File: src/rtl/memory_arbiter.sv
// Shares one single-port RAM between the instruction and data ports of two
// cores. A two-state FSM picks a winner in IDLE, then forwards the winner's
// live request to the RAM in BUSY until the RAM reports ACCESS or ERROR.
module memory_arbiter (
   input  logic             CLK,
   input  logic             Rst,
   input  logic [1:0]       iREN,
   input  logic [1:0][31:0] iaddr,
   input  logic [1:0]       dREN,
   input  logic [1:0]       dWEN,
   input  logic [1:0][31:0] daddr,
   input  logic [1:0][31:0] dstore,
   output logic [1:0]       iwait,
   output logic [1:0]       dwait,
   output logic [1:0][31:0] iload,
   output logic [1:0][31:0] dload,
   output logic             ramREN,
   output logic             ramWEN,
   output logic [31:0]      ramaddr,
   output logic [31:0]      ramstore,
   input  logic [31:0]      ramload,
   input  logic [1:0]       ramstate,
   output logic             err
);

   localparam logic [1:0] RAM_FREE   = 2'd0;
   localparam logic [1:0] RAM_BUSY   = 2'd1;
   localparam logic [1:0] RAM_ACCESS = 2'd2;
   localparam logic [1:0] RAM_ERROR  = 2'd3;

   typedef enum logic {IDLE = 1'b0, BUSY = 1'b1} state_t;

   state_t state_reg, state_next;
   logic   grant_core_reg, grant_core_next;
   logic   grant_data_reg, grant_data_next;
   logic   last_core_reg, last_core_next;

   logic [1:0] core_req;
   logic       win_core;
   logic       win_data;
   logic       grant_active;
   logic       busy;
   logic       ram_done;

   // A core is requesting if either of its ports is asking for the RAM
   generate
      for (genvar gi = 0; gi < 2; gi++) begin : g_core_req
         assign core_req[gi] = iREN[gi] | dREN[gi] | dWEN[gi];
      end
   endgenerate

   // Round-robin between cores only on contention; data beats instruction within a core
   always_comb begin
      if (core_req == 2'b11) begin
         win_core = ~last_core_reg;
      end else begin
         win_core = ~core_req[0];
      end
      win_data = dREN[win_core] | dWEN[win_core];
   end

   // The granted port still requesting; if it drops the access is abandoned.
   // Reset overrides BUSY so no completion can be signalled during reset.
   assign grant_active = grant_data_reg ?
                         (dREN[grant_core_reg] | dWEN[grant_core_reg]) :
                         iREN[grant_core_reg];
   assign busy     = (state_reg == BUSY) && !Rst;
   assign ram_done = busy && grant_active &&
                     ((ramstate == RAM_ACCESS) || (ramstate == RAM_ERROR));

   // State, grant and round-robin pointer registers
   always_ff @(posedge CLK) begin
      if (Rst) begin
         state_reg      <= IDLE;
         grant_core_reg <= 1'b0;
         grant_data_reg <= 1'b0;
         last_core_reg  <= 1'b1;
      end else begin
         state_reg      <= state_next;
         grant_core_reg <= grant_core_next;
         grant_data_reg <= grant_data_next;
         last_core_reg  <= last_core_next;
      end
   end

   // Next-state: grant in IDLE, finish on ACCESS/ERROR, abort on dropped request
   always_comb begin
      state_next      = state_reg;
      grant_core_next = grant_core_reg;
      grant_data_next = grant_data_reg;
      last_core_next  = last_core_reg;
      case (state_reg)
         IDLE: begin
            if (|core_req) begin
               state_next      = BUSY;
               grant_core_next = win_core;
               grant_data_next = win_data;
            end
         end
         BUSY: begin
            if (!grant_active) begin
               state_next = IDLE;
            end else if ((ramstate == RAM_ACCESS) || (ramstate == RAM_ERROR)) begin
               state_next     = IDLE;
               last_core_next = grant_core_reg;
            end
         end
         default: state_next = IDLE;
      endcase
   end

   // Outputs: RAM port follows the granted requester live; waits mirror requests
   // except for the granted port in its completing cycle
   always_comb begin
      ramREN   = 1'b0;
      ramWEN   = 1'b0;
      ramaddr  = '0;
      ramstore = '0;
      err      = 1'b0;
      iload    = '0;
      dload    = '0;
      iwait    = iREN;
      dwait    = dREN | dWEN;
      if (busy) begin
         if (grant_data_reg) begin
            ramaddr  = daddr[grant_core_reg];
            ramstore = dstore[grant_core_reg];
            ramWEN   = dWEN[grant_core_reg];
            ramREN   = dREN[grant_core_reg] & ~dWEN[grant_core_reg];
         end else begin
            ramaddr  = iaddr[grant_core_reg];
            ramREN   = iREN[grant_core_reg];
         end
      end
      if (ram_done) begin
         if (grant_data_reg) begin
            dwait[grant_core_reg] = 1'b0;
         end else begin
            iwait[grant_core_reg] = 1'b0;
         end
         if (ramstate == RAM_ERROR) begin
            err = 1'b1;
         end else if (grant_data_reg) begin
            if (!dWEN[grant_core_reg]) begin
               dload[grant_core_reg] = ramload;
            end
         end else begin
            iload[grant_core_reg] = ramload;
         end
      end
   end

endmodule
File: config.mk
export PLATFORM = sky130hd
export DESIGN_NAME = memory_arbiter
export DESIGN_NICKNAME = d
export VERILOG_FILES = /design/src/rtl/memory_arbiter.sv
export SDC_FILE = /design/constraint.sdc
export NUM_CORES = 1
export LEC_CHECK = 0
export ABC_AREA = 1
export ABC_CLOCK_PERIOD_IN_PS = 1300
export CAP_MARGIN = 20
export CORE_AREA = 2 2 166 168
export DETAILED_ROUTE_END_ITERATION = 8
export DIE_AREA = 0 0 168 170
export HOLD_SLACK_MARGIN = 0.05
export PLACE_DENSITY = 0.46
export REMOVE_ABC_BUFFERS = 1
export SETUP_SLACK_MARGIN = 0.05
export SYNTH_ARGS = -nofsm -noshare
export SYNTH_HDL_FRONTEND = slang
export SYNTH_SLANG_ARGS = --single-unit
File: constraint.sdc
create_clock -name CLK -period 1.3 [get_ports CLK]
set_input_delay 0.13 -clock CLK [delete_from_list [all_inputs] [get_ports CLK]]
set_output_delay 0.13 -clock CLK [all_outputs]
set_load 0.02 [all_outputs]
==> results of run 1 <==
[synth_stat cells, drive strengths merged]
master,number,share of area [%]
nand2,196,23
nor3,129,31
a21oi,40,6.3
buf,39,7.4
nand3,38,6.3
a22oi,32,7.5
a31oi,32,6.3
clkbuf,27,3.2
inv,15,1.8
nor2,11,1.5
nand4,6,1.7
dfxtp,4,2.5
o21ai,3,0.47
clkinv,1,0.12
nand3b,1,0.24
o211ai,1,0.24
[logic make-up after synthesis]
kind of cell / Yosys count / share of synthesized area, %
AND/OR/NAND/NOR: 381 / 64.2
AO/OA/AOI/OAI: 108 / 20.8
buffers and inverters: 82 / 12.5
flip-flops: 4 / 2.51
[what timing repair did]
item                                    4_1_cts  5_1_grt
cloned                                        1        5
pin swaps                                     7       16
setup buffers                                 8       15
gates resized for setup                     726      247
endpoints found under the setup margin      203      203
[final timing paths]
path / startpoint / endpoint / slack (ns) / cells past startpoint
setup / recovery: grant_core_reg / ramaddr[28] / -0.72 / 10
hold / removal: last_core_reg / last_core_reg / 0.47 / 2
setup reg to reg: grant_core_reg / last_core_reg / -0.13 / 9
hold reg to reg: last_core_reg / last_core_reg / 0.47 / 2
[per-layer routing]
| layer | global-route usage, % | share of wire, % | vias to the layer above |
|---|---|---|---|
| met5 | 0 | 0 | - |
| met4 | 2.72 | 1.9 | 0 |
| met3 | 5.19 | 10 | 25 |
| met2 | 30.1 | 50 | 309 |
| met1 | 18.6 | 38 | 2852 |
| li1 | - | - | 3002 |
[power breakdown]
part | switching (mW) | leakage [nW] | total (mW) | internal [mW]
Combinational | 1.64 | 3.81 | 3.31 | 1.67
Clock | 0.0965 | 0.0382 | 0.502 | 0.406
Sequential | 0.0171 | 0.0341 | 0.154 | 0.136
[cell type report]
cell class                      instances  area, um^2
Timing Repair Buffer                  554        5330
Tap cell                              341         427
Fill cell                            2910       17400
Clock buffer                            4        78.8
Multi-Input combinational cell        489        3250
Sequential cell                         4        85.1
Inverter                               16        72.6
[cells in the final DEF (no fill, tap or decap), types with 5 or more instances in the layout]
cell type,count
a21oi_1,39
a22oi_1,23
a22oi_2,9
a31oi_1,14
a31oi_2,12
a31oi_4,6
buf_12,32
buf_2,41
buf_4,179
buf_6,24
clkbuf_16,8
clkdlybuf4s50_1,232
dlygate4sd2_1,32
inv_1,11
nand2_1,176
nand2_2,13
nand2_4,7
nand3_1,32
nand4_1,5
nor2_1,9
nor3_1,25
nor3_2,99
nor3_4,5
[critical path: cells and delay by family, from the launching register on]
family / cells / cell delay (ns)
flip-flops: 1 / 0.38
AO/OA/AOI/OAI: 2 / 0.33
AND/OR/NAND/NOR: 1 / 0.07
buffers and inverters: 7 / 0.88
==> qor.yml, run 1 <==
grt_overflow: 0
final_cells: 1408
dr.pass1.iters: 4
clock_latency_ns: 0.23
cts_buffer_depth: 2
fin_hold_ws_ns: 0.468
post-place-cells: 1376
dp.final_hpwl_um: 20700
syn_avg_cell_area_um2: 5.54
synth_cell_types: 25
ctsRootBufferMaster: "clkbuf_16"
outcome: "finished, violations left"
p_per_area_mw_per_mm2: 429
grt_max_degree: 41
dr.first_iter.drc_count: 274
ys_ff_latch: 4
antenna_left: 0
grt_usage_pct: 16.3
die_y_um: 170
finalHoldViolCount: 0
slew_violations: 0
cts_tree: "built"
n_antenna_cell: 0
utilization_pct: 34.7
fin_tns_setup_ns: -119.57
fin_area_mm2: 0.00924
hp-class: "reg2reg"
path_class: "reg2out"
numCtsBuffers: 3
rows: 60
cts.sinks: 4
rsz0062_at_grt: "true"
vias: 6188
yosys_warnings: 0
critPathLaunchType: "flip-flop"
syn_inst: 575
timing.final.crit_share_pct: 156
synth_seq_area_share_pct: 2.51
timing.fmax_mhz: 494
path_max_fanout: 6
wl_per_cell_um: 18.9
leakagePower_nw: 3.89
setup_viol: 203
syn2layout_area_growth_pct: 190
drv_cap: 0
layout-drive-gt1-share_pct: 43.0
place_congestion: 0.809
preCtsSetupSlack_ns: -1.07
crit_path_end_kind: "output port"
p_total_mw: 3.97
viasPerCell: 4.39
fp.coreArea_mm2: 0.0267
cp.required_ns: 1.17
path_clk_slew_ns: 0.03
cpMaxStageDelayCell: "dfxtp_4"
min_period_ns: 2.02
drcViolationCount: 0
worst_slack_ns: -0.725
start_util_pct: 11.9
routed_wl_um: 26700
violations: "setup timing"
cts_hold_buffers: 0
worstPathCellList: "buf_6 > nand2_4 > inv_6 > buf_12 > buf_8 > buf_6 > a22oi_2 > a31oi_2 > buf_4 > buf_12"
final_nets: 1302
grt_pass1_wl_um: 36600
relSlewSlack_pct: 79.5
cts_max_level: 1
io_pins: 433
antenna_found_initial: 0
cp.arrival_ns: 1.89
die_width_um: 168
ir_drop_mv: 0.334
max_stage_delay_ns: 0.38
post_dp_cell_area_mm2: 0.00857
die_area_mm2: 0.0286
grt_pass1_vias: 6199
tightest_slew_ns: 0.307
fin_worst_skew_ns: 0.00161
port_buffers: 432
synth_area_mm2: 0.00318
Note: power is estimated with default switching activity, not from simulation.
==> run 2, diff against run 1 <==
--- a/config.mk
+++ b/config.mk
@@ -9,6 +9,7 @@
 export ABC_CLOCK_PERIOD_IN_PS = 1300
 export CAP_MARGIN = 20
 export CORE_AREA = 2 2 166 168
+export CTS_CLUSTER_DIAMETER = 100
 export DETAILED_ROUTE_END_ITERATION = 8
 export DIE_AREA = 0 0 168 170
 export HOLD_SLACK_MARGIN = 0.05
==> results of run 2 <==
Final layout, timing and power as in run 1 (identical DEF).
